`config.mk`:
```
export PLATFORM = sky130hd
export DESIGN_NAME = m68k_bus_ctrl
export DESIGN_NICKNAME = d
export VERILOG_FILES = /design/src/rtl/bus_pkg.sv /design/src/rtl/phys_decode.sv /design/src/rtl/m68k_bus_ctrl.sv
export SDC_FILE = /design/constraint.sdc
export NUM_CORES = 1
export LEC_CHECK = 0
export ABC_CLOCK_PERIOD_IN_PS = 2600
export BUFFER_PORTS_ARGS = -buffer_cell sky130_fd_sc_hd__buf_2
export CAP_MARGIN = 5
export CORE_ASPECT_RATIO = 0.9
export CORE_MARGIN = 2
export CORE_UTILIZATION = 50
export DETAILED_ROUTE_END_ITERATION = 12
export PLACE_DENSITY = 0.75
export SLEW_MARGIN = 10
export SYNTH_ARGS = -nofsm -noshare
export SYNTH_HDL_FRONTEND = slang
export SYNTH_SLANG_ARGS = --single-unit
```
`constraint.sdc`:
```
create_clock -name clk -period 2.6 [get_ports clk]
set_clock_uncertainty 0.05 [all_clocks]
set_input_delay 0 -clock clk [delete_from_list [all_inputs] [get_ports clk]]
set_output_delay 0 -clock clk [all_outputs]
set_load 0.005 [all_outputs]
```
`src/rtl/bus_pkg.sv`:
```
// Shared memory map, region and state types for the 68000 bus controller.
// The mmu uses the same region constants so both blocks agree on the map.
package bus_pkg;

    typedef enum logic [2:0] {
        REG_RAM,
        REG_ROM,
        REG_GFX,
        REG_IO,
        REG_NONE
    } region_t;

    typedef enum logic [2:0] {
        ST_IDLE,
        ST_XLATE,
        ST_WAIT,
        ST_ACK,
        ST_BERR,
        ST_AUTOVEC
    } state_t;

    localparam logic [2:0] FC_CPU_SPACE = 3'b111;

    localparam logic [15:0] RAM_BASE = 16'h8000;
    localparam logic [15:0] RAM_MASK = 16'h8000;
    localparam logic [15:0] ROM_BASE = 16'h4000;
    localparam logic [15:0] ROM_MASK = 16'hC000;
    localparam logic [15:0] GFX_BASE = 16'h3C00;
    localparam logic [15:0] GFX_MASK = 16'hFC00;
    localparam logic [15:0] IO_BASE  = 16'h0300;
    localparam logic [15:0] IO_MASK  = 16'hFF00;

    function automatic logic in_region(
        input logic [15:0] page,
        input logic [15:0] base,
        input logic [15:0] mask
    );
        return (page & mask) == base;
    endfunction

    // Active-low selects, ordered {ram, rom, gfx, io}.
    function automatic logic [3:0] region_cs(input region_t r);
        logic [3:0] cs;
        cs = 4'b1111;
        case (r)
            REG_RAM: cs = 4'b0111;
            REG_ROM: cs = 4'b1011;
            REG_GFX: cs = 4'b1101;
            REG_IO:  cs = 4'b1110;
            default: cs = 4'b1111;
        endcase
        return cs;
    endfunction

endpackage

```
`src/rtl/phys_decode.sv`:
```
// Physical page to region decode.
// The regions are disjoint, so the priority order never has to arbitrate.
module phys_decode
    import bus_pkg::*;
(
    input  logic [15:0] phys_page,
    output region_t     region
);

    // Match the page against each region window of the memory map.
    always_comb begin
        region = REG_NONE;
        unique case (1'b1)
            in_region(phys_page, RAM_BASE, RAM_MASK): region = REG_RAM;
            in_region(phys_page, ROM_BASE, ROM_MASK): region = REG_ROM;
            in_region(phys_page, GFX_BASE, GFX_MASK): region = REG_GFX;
            in_region(phys_page, IO_BASE, IO_MASK):   region = REG_IO;
            default:                                  region = REG_NONE;
        endcase
    end

endmodule

```
`src/rtl/m68k_bus_ctrl.sv`:
```
// 68000 bus cycle sequencer: mmu enable, chip select, wait states and
// cycle termination by DTACK, VPA (autovector) or BERR.
module m68k_bus_ctrl
    import bus_pkg::*;
#(
    parameter int TRANSLATE_CYCLES = 1,
    parameter int RAM_WAIT         = 0,
    parameter int ROM_WAIT         = 2,
    parameter int IO_TIMEOUT       = 64
) (
    input  logic        clk,
    input  logic        rst_n,
    input  logic        as_n,
    input  logic        rw,
    input  logic        uds_n,
    input  logic        lds_n,
    input  logic [2:0]  fc,
    output logic        mmu_enable,
    input  logic [15:0] phys_page,
    input  logic        dev_ready,
    output logic        ram_cs_n,
    output logic        rom_cs_n,
    output logic        gfx_cs_n,
    output logic        io_cs_n,
    output logic        oe_n,
    output logic        we_n,
    output logic        ub_n,
    output logic        lb_n,
    output logic        dtack_n,
    output logic        berr_n,
    output logic        vpa_n
);

    localparam int WMAX  = (RAM_WAIT > ROM_WAIT) ? RAM_WAIT : ROM_WAIT;
    localparam int WW    = (WMAX < 1) ? 1 : $clog2(WMAX + 1);
    localparam int XW    = $clog2(TRANSLATE_CYCLES + 1);
    localparam int TW    = (IO_TIMEOUT < 1) ? 1 : $clog2(IO_TIMEOUT + 1);

    logic          as_meta;
    logic          as_s;
    state_t        state;
    region_t       region_d;
    region_t       region_q;
    region_t       drv_region;
    logic          rw_q;
    logic          drv_rw;
    logic [XW-1:0] xl_cnt;
    logic [WW-1:0] wait_cnt;
    logic [TW-1:0] tmo_cnt;
    logic [3:0]    cs_n;
    logic [3:0]    cs_drive;
    logic          is_dev;
    logic          go_ack;
    logic          go_berr;

    phys_decode u_decode (
        .phys_page (phys_page),
        .region    (region_d)
    );

    assign {ram_cs_n, rom_cs_n, gfx_cs_n, io_cs_n} = cs_n;

    // Two-flop synchronizer for the asynchronous CPU address strobe.
    always_ff @(posedge clk or negedge rst_n) begin
        if (!rst_n) begin
            as_meta <= 1'b1;
            as_s    <= 1'b1;
        end else begin
            as_meta <= as_n;
            as_s    <= as_meta;
        end
    end

    // On the XLATE exit edge the region is not latched yet, so use the
    // live decode; afterwards drive from the latched copy.
    always_comb begin
        drv_region = (state == ST_XLATE) ? region_d : region_q;
        drv_rw     = (state == ST_XLATE) ? rw : rw_q;
        cs_drive   = region_cs(drv_region);
        is_dev     = (region_q == REG_GFX) || (region_q == REG_IO);
        go_ack     = is_dev ? dev_ready : (wait_cnt == '0);
        go_berr    = is_dev && !dev_ready && (tmo_cnt <= TW'(1));
    end

    // Bus cycle FSM; every output is registered for the next state.
    always_ff @(posedge clk or negedge rst_n) begin
        if (!rst_n) begin
            state      <= ST_IDLE;
            region_q   <= REG_NONE;
            rw_q       <= 1'b1;
            xl_cnt     <= '0;
            wait_cnt   <= '0;
            tmo_cnt    <= '0;
            mmu_enable <= 1'b0;
            cs_n       <= 4'b1111;
            oe_n       <= 1'b1;
            we_n       <= 1'b1;
            ub_n       <= 1'b1;
            lb_n       <= 1'b1;
            dtack_n    <= 1'b1;
            berr_n     <= 1'b1;
            vpa_n      <= 1'b1;
        end else begin
            mmu_enable <= 1'b0;
            cs_n       <= 4'b1111;
            oe_n       <= 1'b1;
            we_n       <= 1'b1;
            ub_n       <= 1'b1;
            lb_n       <= 1'b1;
            dtack_n    <= 1'b1;
            berr_n     <= 1'b1;
            vpa_n      <= 1'b1;
            unique case (state)
                ST_IDLE: begin
                    if (!as_s) begin
                        if (fc == FC_CPU_SPACE) begin
                            state <= ST_AUTOVEC;
                            vpa_n <= 1'b0;
                        end else begin
                            state      <= ST_XLATE;
                            mmu_enable <= 1'b1;
                            xl_cnt     <= XW'(TRANSLATE_CYCLES);
                        end
                    end
                end
                ST_XLATE: begin
                    if (as_s) begin
                        state  <= ST_IDLE;
                        xl_cnt <= '0;
                    end else if (xl_cnt <= XW'(1)) begin
                        xl_cnt   <= '0;
                        region_q <= region_d;
                        rw_q     <= rw;
                        tmo_cnt  <= TW'(IO_TIMEOUT);
                        wait_cnt <= (region_d == REG_ROM) ?
                                    WW'(ROM_WAIT) : WW'(RAM_WAIT);
                        if (region_d == REG_NONE) begin
                            state  <= ST_BERR;
                            berr_n <= 1'b0;
                        end else begin
                            state      <= ST_WAIT;
                            mmu_enable <= 1'b1;
                            cs_n       <= cs_drive;
                            oe_n       <= !drv_rw;
                            we_n       <= drv_rw;
                            ub_n       <= uds_n;
                            lb_n       <= lds_n;
                        end
                    end else begin
                        xl_cnt     <= xl_cnt - XW'(1);
                        mmu_enable <= 1'b1;
                    end
                end
                ST_WAIT: begin
                    if (as_s) begin
                        state <= ST_IDLE;
                    end else if (go_ack) begin
                        state      <= ST_ACK;
                        mmu_enable <= 1'b1;
                        cs_n       <= cs_drive;
                        oe_n       <= !drv_rw;
                        we_n       <= drv_rw;
                        ub_n       <= uds_n;
                        lb_n       <= lds_n;
                        dtack_n    <= 1'b0;
                    end else if (go_berr) begin
                        state  <= ST_BERR;
                        berr_n <= 1'b0;
                    end else begin
                        mmu_enable <= 1'b1;
                        cs_n       <= cs_drive;
                        oe_n       <= !drv_rw;
                        we_n       <= drv_rw;
                        ub_n       <= uds_n;
                        lb_n       <= lds_n;
                        if (wait_cnt != '0)
                            wait_cnt <= wait_cnt - WW'(1);
                        if (tmo_cnt != '0)
                            tmo_cnt <= tmo_cnt - TW'(1);
                    end
                end
                ST_ACK: begin
                    if (as_s) begin
                        state <= ST_IDLE;
                    end else begin
                        mmu_enable <= 1'b1;
                        cs_n       <= cs_drive;
                        oe_n       <= !drv_rw;
                        we_n       <= drv_rw;
                        ub_n       <= uds_n;
                        lb_n       <= lds_n;
                        dtack_n    <= 1'b0;
                    end
                end
                ST_BERR: begin
                    if (as_s)
                        state <= ST_IDLE;
                    else
                        berr_n <= 1'b0;
                end
                ST_AUTOVEC: begin
                    if (as_s)
                        state <= ST_IDLE;
                    else
                        vpa_n <= 1'b0;
                end
                default: begin
                    state <= ST_IDLE;
                end
            endcase
        end
    end

endmodule

```
==> metrics.cfg, run 1 <==
[power_and_ir_drop]
comb_power_share=0.377
p_switching_uw=705
p_int_uw=1290
p_seq_frac=0.373
switching_share=0.353
irDropWorstVdd_v=0.000591
leakagePower_uw=0.000818
p_clk_frac=0.250
power.total_uw=2000
powerDensity_mw_per_mm2=1020

[final_layout]
drive_gt1_frac=0.322
area_growth_syn_to_layout_pct=22.7
layout.nets=227
n_antenna_cell=0
n_fill_cell=263
final_cells=241

[grt]
grt_overflow_total=0
grt_use_total=0.211
grt_pass1_wl_um=5800
grt_max_degree=31
antenna_found_initial=0
grt_pass1_vias=1288

[floorplan]
die_y_um=57.6
io_pins=38
coreArea_mm2=0.00304
floorplan.initialDensity=0.525
die_x_um=63.6
die-area_mm2=0.00366
std_cell_rows=19

[synthesis]
synth_flop_cell=dfstp_2
synth-seq-cells=30
synth_area_mm2=0.00160
ys_seq_area_frac=0.482
syn_nets=188
yosys_warnings=0
yosysUniqueCellTypes=44
avgSynthCellArea_um2=10.0
synth_edf_count=0
async_reset_ff_frac=1.00
synthCells=159

[detailed_routing]
via_per_inst=5.54
drtAntennaViolNets=0
drc=0
first_pass_iters=4
drtIter0Drc=80
vias=1335
routed_wl_um=3370
routedWlPerCell_um=14.0

[place]
dp_hpwl_um=2480
dpl_worst_slack_ps=426
port_buffers=29
gp_congestion=0.830
dp_cells=228

[critical_path]
r2r_slack_ps=410
reg2reg_depth=5
slowest_stage=or3b_1
path_max_fanout=10
end_kind=register
worstPathCellList=or3b_1, a2111o_1, a2111oi_2, xnor2_1, nor2_1
critPathMaxStageDelay_ps=570
r2r-start=state[2]$_DFFE_PN0P_
setup.worst_path.start_class=register
critical_path_class=register to register
timing.rr.end=tmo_cnt[4]$_DFFE_PN0P_
arrival_ps=2380
worstPathRequired_ps=2800

[job]
cap_violations=0

[clock_tree]
cts_setup_buffers=0
h-tree-depth=2
hold_buffers=5
cts_buffers=5
cts.clk_slew.worst_paths_ps=100
cts_tree=done
cts.path.max_buffers=2
clockRootBuffer=clkbuf_4
post_cts_resized=0
cts.sinks=30
clk_latency_ps=340

[status]
run_status=complete, no violations

[min_path]
worstHoldPathType=primary input to register
min-delay-start=phys_page[14]
hold_end=region_q[2]$_DFFE_PN1P_
hold_depth=4

[timing]
grt_setup_unrepaired=false
slew_headroom=0.570
tightest_slew_ps=641
hold_viol=0
min_period_ps=2190
drv_slew=0
setup_slack_ps=412
tns_ps=0
fmax_mhz=457
finalSetupViolations=0
timing.final.crit_share=0.842

## per-stage QoR
step | hold WS, ps | utilization | cell area [um2]
2_1_floorplan | -346 | - | 1600
3_3_place_gp | 7.96 | 0.591 | 1800
3_5_place_dp | 7.41 | 0.591 | 1800
4_1_cts | 1.91 | 0.644 | 1960
5_1_grt | 25.5 | 0.644 | 1960
6_report | 6.59 | 0.644 | 1960
## cell families after synthesis
logic type / count (synthesis) / share of synthesized area
AO/OA/AOI/OAI: 41 / 0.193
XOR/XNOR: 2 / 0.0110
adder cells (fa/ha/maj): 3 / 0.0235
buffers and inverters: 15 / 0.0399
flip-flops: 30 / 0.482
multiplexers: 1 / 0.00626
AND/OR/NAND/NOR: 67 / 0.245
## registers in the layout, indices dropped and copies added, names as in the netlist
| register | flops |
|---|---|
| wait_cnt | 2 |
| tmo_cnt | 7 |
| berr_n | 1 |
| as_meta | 1 |
| lb_n | 1 |
| as_s | 1 |
| region_q | 3 |
| we_n | 1 |
| oe_n | 1 |
| mmu_enable | 1 |
| state | 3 |
| vpa_n | 1 |
| dtack_n | 1 |
| ub_n | 1 |
| cs_n | 4 |
| rw_q | 1 |
## power by group through the flow
| stage | registers, uW | clock network [uW] | logic (uW) |
|---|---|---|---|
| after detailed placement | 755 | 0 | 744 |
| after global routing | 766 | 528 | 863 |
| after floorplan | 731 | 0 | 550 |
| after global placement | 744 | 0 | 718 |
| final | 746 | 499 | 754 |
| after CTS | 747 | 505 | 758 |
## synthesized netlist by cell type, types with 2 or more instances
library cell  count  area share
nand2_1          17       0.040
dfrtp_1          15        0.23
dfstp_2          15        0.25
o21ai_0          11       0.034
a21oi_1           9       0.028
inv_1             8       0.019
nand2b_1          7       0.027
clkbuf_1          6       0.014
nor2_1            6       0.014
nand3_1           5       0.016
nor3_1            5       0.016
o31ai_1           4       0.019
a21o_1            3       0.014
ha_1              3       0.023
nand3b_1          3       0.014
nor3b_1           3       0.014
or3_1             3       0.012
or4_1             3       0.014
a22o_1            2       0.011
a31oi_1           2      0.0078
and2_1            2      0.0078
nor2b_1           2      0.0078
nor4b_1           2       0.011
or2_2             2      0.0078
xnor2_1           2       0.011
## worst max-delay path by stage
stage	from	end	slack [ps]
after floorplan	state[2]$_DFFE_PN0P_	tmo_cnt[4]$_DFFE_PN0P_	600
after global placement	state[0]$_DFFE_PN0P_	tmo_cnt[4]$_DFFE_PN0P_	460
after detailed placement	state[2]$_DFFE_PN0P_	tmo_cnt[4]$_DFFE_PN0P_	430
after CTS	state[0]$_DFFE_PN0P_	tmo_cnt[4]$_DFFE_PN0P_	420
after global routing	state[0]$_DFFE_PN0P_	tmo_cnt[3]$_DFFE_PN0P_	250
final	state[2]$_DFFE_PN0P_	tmo_cnt[4]$_DFFE_PN0P_	410
## metal layers
layer	global-route usage	share of wire
met4	0.109	0.026
met2	0.331	0.48
met1	0.264	0.45
met5	0	0
met3	0.0699	0.042
## area by class of cell
cell class	instances	area (um2)	area share
flip-flops and latches	30	769	0.392
clock buffers	6	51.3	0.0262
repair buffers	39	233	0.119
clock inverters	2	60.1	0.0306
multi-input cells	114	764	0.390
well taps	42	52.6	0.0268
inverters	8	30.0	0.0153
## cells in the final DEF, fill, tap and decap left out, types with 2 or more instances in the layout
| cell type | synthesis | final |
|---|---|---|
| nand2b_1 | 7 | 7 |
| or3_1 | 3 | 3 |
| a21oi_1 | 9 | 9 |
| buf_2 | 0 | 29 |
| or2_2 | 2 | 2 |
| and2_1 | 2 | 2 |
| nor3b_1 | 3 | 3 |
| nand3b_1 | 3 | 3 |
| dfrtp_1 | 15 | 15 |
| nor2b_1 | 2 | 2 |
| bufinv_16 | 0 | 2 |
| a31oi_1 | 2 | 2 |
| inv_1 | 8 | 8 |
| a22o_1 | 2 | 2 |
| nand2_1 | 17 | 17 |
| nor3_1 | 5 | 5 |
| nor4b_1 | 2 | 2 |
| nand3_1 | 5 | 5 |
| o31ai_1 | 4 | 4 |
| nor2_1 | 6 | 6 |
| buf_4 | 0 | 5 |
| xnor2_1 | 2 | 2 |
| a21o_1 | 3 | 3 |
| ha_1 | 3 | 3 |
| dfstp_2 | 15 | 15 |
| clkbuf_4 | 0 | 5 |
| or4_1 | 3 | 3 |
| o21ai_0 | 11 | 11 |
| dlygate4sd3_1 | 0 | 5 |
## critical path: cells and delay by family, from the launching register on
family | cells | cell delay, ps
AOI/OAI and AO/OA | 2 | 810
and+or+nand+nor | 2 | 620
DFF | 1 | 450
xor gates and xnor gates | 1 | 160
Power figures use the tool's default switching activity.
==> run 2: changes to the inputs <==
--- a/config.mk
+++ b/config.mk
@@ -5,12 +5,13 @@
 export SDC_FILE = /design/constraint.sdc
 export NUM_CORES = 1
 export LEC_CHECK = 0
-export ABC_CLOCK_PERIOD_IN_PS = 2600
+export ABC_AREA = 1
+export ABC_CLOCK_PERIOD_IN_PS = 1800
 export BUFFER_PORTS_ARGS = -buffer_cell sky130_fd_sc_hd__buf_2
 export CAP_MARGIN = 5
 export CORE_ASPECT_RATIO = 0.9
 export CORE_MARGIN = 2
-export CORE_UTILIZATION = 50
+export CORE_UTILIZATION = 49
 export DETAILED_ROUTE_END_ITERATION = 12
 export PLACE_DENSITY = 0.75
 export SLEW_MARGIN = 10
==> constraint.sdc (replaced) <==
create_clock -name clk -period 1.8 [get_ports clk]
set_clock_uncertainty 0.05 [all_clocks]
set_input_delay 0 -clock clk [delete_from_list [all_inputs] [get_ports clk]]
set_output_delay 0 -clock clk [all_outputs]
set_load 0.005 [all_outputs]
==> run 2 against run 1 <==
Combinational power increased to 3.1 times the previous value. Largest cell class is now multi-input gates. Cell count increased by 46%. Maximum frequency up 31%. Worst hold slack better by 30 ps. Highest routed layer unchanged. Largest power group unchanged. Sequential share of layout area down 5.7 points. Register-to-register slack lost 290 ps. Sequential cell count stayed put.
==> metrics.cfg, run 2 <==
[clock_tree]
cts.clk_slew.worst_paths_ps=60  ; -40 ps
cts_tree=done
clk_latency_ps=290  ; -50 ps
h-tree-depth=2  ; unchanged
cts.path.max_buffers=2  ; unchanged
clockRootBuffer=clkbuf_8
cts_buffers=5  ; unchanged
cts.sinks=30  ; unchanged

[floorplan]
die-area_mm2=0.00436  ; +19%
coreArea_mm2=0.00370  ; +22%
floorplan.initialDensity=0.509  ; -0.0158
die_y_um=62.9  ; +9.1%
io_pins=38  ; unchanged
die_x_um=69.4  ; +9.2%
std_cell_rows=21  ; +2

[synthesis]
ys_seq_area_frac=0.408  ; -0.0738
synthTopCellsByArea=dfstp_2 (21%), dfrtp_1 (20%), nand2_1 (16%)
yosys_warnings=0  ; unchanged
synth-seq-cells=30  ; unchanged
synth_top_cell_by_area=dfstp_2
syn_nets=286  ; +52%
netlist_top_cells_count=nand2_1 (81), nor2_1 (27), inv_1 (25), nand3_1 (20)
synthCells=257  ; +62%
synth_edf_count=0  ; unchanged
async_reset_ff_frac=1.00  ; unchanged
synth_area_mm2=0.00189  ; +18%
yosysUniqueCellTypes=31  ; -30%
avgSynthCellArea_um2=7.34  ; -27%
synth_top_area_frac=0.209  ; -0.0378
synth_flop_cell=dfstp_2
yosysMostFrequentCell=nand2_1

[power_and_ir_drop]
p_seq_frac=0.290  ; -0.083
comb_power_share=0.576  ; +0.199
p_switching_uw=1880  ; +170%
p_clk_frac=0.134  ; -0.116
irDropWorstVdd_v=0.000849  ; +44%
switching_share=0.457  ; +0.104
leakagePower_uw=0.00119  ; +45%
p_int_uw=2240  ; +73%
powerDensity_mw_per_mm2=1800  ; +77%
power.total_uw=4120  ; +110%

[critical_path]
reg2reg_depth=13  ; +8
worstPathRequired_ps=1930  ; -870 ps
r2r-start=tmo_cnt[1]$_DFFE_PN0P_
cp_num_buf_inv=4  ; +4
end_kind=register
slowest_stage=dfrtp_1
r2r_slack_ps=130  ; -290 ps
path_max_fanout=10  ; unchanged
critPathMaxStageDelay_ps=370  ; -200 ps
crit_top_cell=nand2_1
timing.rr.end=tmo_cnt[1]$_DFFE_PN0P_
critical_path_class=register to register
setup.worst_path.start_class=register
worstPathCellList=inv_1, ha_1, a21oi_1, nor2_1, nand3_2, clkinv_1, nand2_1, nand2_2, inv_2, nand2_4, inv_4, nand2_1, o21ai_2
critical_path.top_delay_family=simple AND/OR/NAND/NOR gates
arrival_ps=1810  ; -570 ps

[grt]
grt_pass1_wl_um=6980  ; +20%
grt_use_total=0.202  ; -0.00864
grt_max_degree=31  ; unchanged
antenna_found_initial=0  ; unchanged
grt_pass1_vias=1618  ; +26%
grt_overflow_total=0  ; unchanged

[final_layout]
fin_util=0.618  ; -0.0260
final_common_cell=nand2_1
area_growth_syn_to_layout_pct=21.4
top_register=tmo_cnt
layout.nets=333  ; +47%
largest_reg_flops=7  ; unchanged
reg.largest.list=tmo_cnt x7, cs_n x4
drive_gt1_frac=0.305  ; -0.0167
final_cell_mix=nand2_1 (80), buf_2 (29), nor2_1 (26)
n_antenna_cell=0  ; unchanged
n_fill_cell=334  ; +27%

[timing]
drv_slew=0  ; unchanged
tightest_slew_ps=624  ; -16.6 ps
fmax_mhz=597  ; +31%
slew_headroom=0.584  ; +0.0136
hold_viol=0  ; unchanged
finalSetupViolations=0  ; unchanged
timing.final.crit_share=0.931  ; +0.0890
min_period_ps=1670  ; -513 ps
hold_ws_ps=36.5  ; +29.9 ps

[detailed_routing]
first_pass_iters=4  ; unchanged
drtIter0Drc=129  ; +61%
routedWlPerCell_um=11.1  ; -21%
via_per_inst=4.89  ; -12%
vias=1716  ; +29%
drc=0  ; unchanged
drtAntennaViolNets=0  ; unchanged
routed_wl_um=3880  ; +15%

[min_path]
hold_end=region_q[2]$_DFFE_PN1P_
worstHoldPathType=primary input to register
hold_depth=4  ; unchanged
min-delay-start=phys_page[15]

[place]
dp_hpwl_um=2810  ; +13%
port_buffers=29  ; unchanged
gp_congestion=0.814  ; -1.9%

[status]
run_status=complete, no violations

[job]
cap_violations=0  ; unchanged

-- run 2: cell types whose count changed in the layout (fill, tap and decap cells not counted), moves of 5 or more --
cell and change:
buf_4 +5, clkbuf_4 -5, clkbuf_8 +5, inv_1 +17, inv_2 +7, nand2_1 +63
nand2_4 +5, nand2b_1 -7, nand3_1 +14, nor2_1 +20, o21ai_1 +5
-- run 2: cells by family after synthesis --
kind of cell,count (synthesis),synth area share
AOI/OAI and AO/OA,27,0.0796
adders and majority gates,3,0.0199
buffers and inverters,38,0.0849
and+or+nand+nor,155,0.389
DFF,30,0.408
xor gates and xnor gates,4,0.0186
-- run 2: routing by layer --
metal	part of all wire	track usage
met5	0	0
met4	0.020	0.0882
met3	0.036	0.0484
met2	0.47	0.327
met1	0.47	0.259
-- run 2: area by class of cell --
type,count,area (um2),area share
Multi-Input combinational cell,189,972,0.424
Sequential cell,30,769,0.336
Timing Repair Buffer,44,270,0.118
Inverter,34,130,0.0568
Clock buffer,7,86.3,0.0377
Tap cell,46,57.6,0.0251
Clock inverter,1,5.00,0.00218
-- run 2: through the flow --
stage                     std cells  setup TNS, ps  setup WS [ps]  cell area [um2]
final                           351              0            125             2290
after global routing            351           -231          -46.0             2290
after CTS                       350              0           70.8             2270
after detailed placement        337              0           83.1             2120
after global placement          337              0           93.3             2120
after floorplan                 257              0            247             1890
-- run 2: how the worst max path moves through the flow --
stage          slack [ps]                      to                    start  cells past startpoint
2_1_floorplan         250  tmo_cnt[1]$_DFFE_PN0P_   tmo_cnt[1]$_DFFE_PN0P_                     13
3_3_place_gp           90  tmo_cnt[1]$_DFFE_PN0P_  region_q[2]$_DFFE_PN1P_                     12
3_5_place_dp           80  tmo_cnt[1]$_DFFE_PN0P_   tmo_cnt[0]$_DFFE_PN0P_                     12
4_1_cts                70  tmo_cnt[1]$_DFFE_PN0P_   tmo_cnt[0]$_DFFE_PN0P_                     12
5_1_grt               -50  tmo_cnt[1]$_DFFE_PN0P_   tmo_cnt[1]$_DFFE_PN0P_                     13
6_report              130  tmo_cnt[1]$_DFFE_PN0P_   tmo_cnt[1]$_DFFE_PN0P_                     13
-- run 2: repair_timing --
action	4_1_cts	5_1_grt
hold buffers	5	0
endpoints found under the hold margin	21	0
setup endpoints to repair	0	12
buffers inserted	0	1
gates resized for setup	0	5
-- run 2: power by group through the flow --
stage	clock network [uW]	registers, uW	logic [uW]
3_5_place_dp	0	1200	2310
2_1_floorplan	0	1180	1800
3_3_place_gp	0	1190	2260
4_1_cts	570	1190	2330
6_report	554	1190	2370
5_1_grt	600	1220	2730
-- run 2: worst min-delay path, delay by kind of cell --
family                 cells  cell delay (ps)
AND/OR/NAND/NOR            2              190
AO/OA/AOI/OAI              1               90
buffers and inverters      1               80
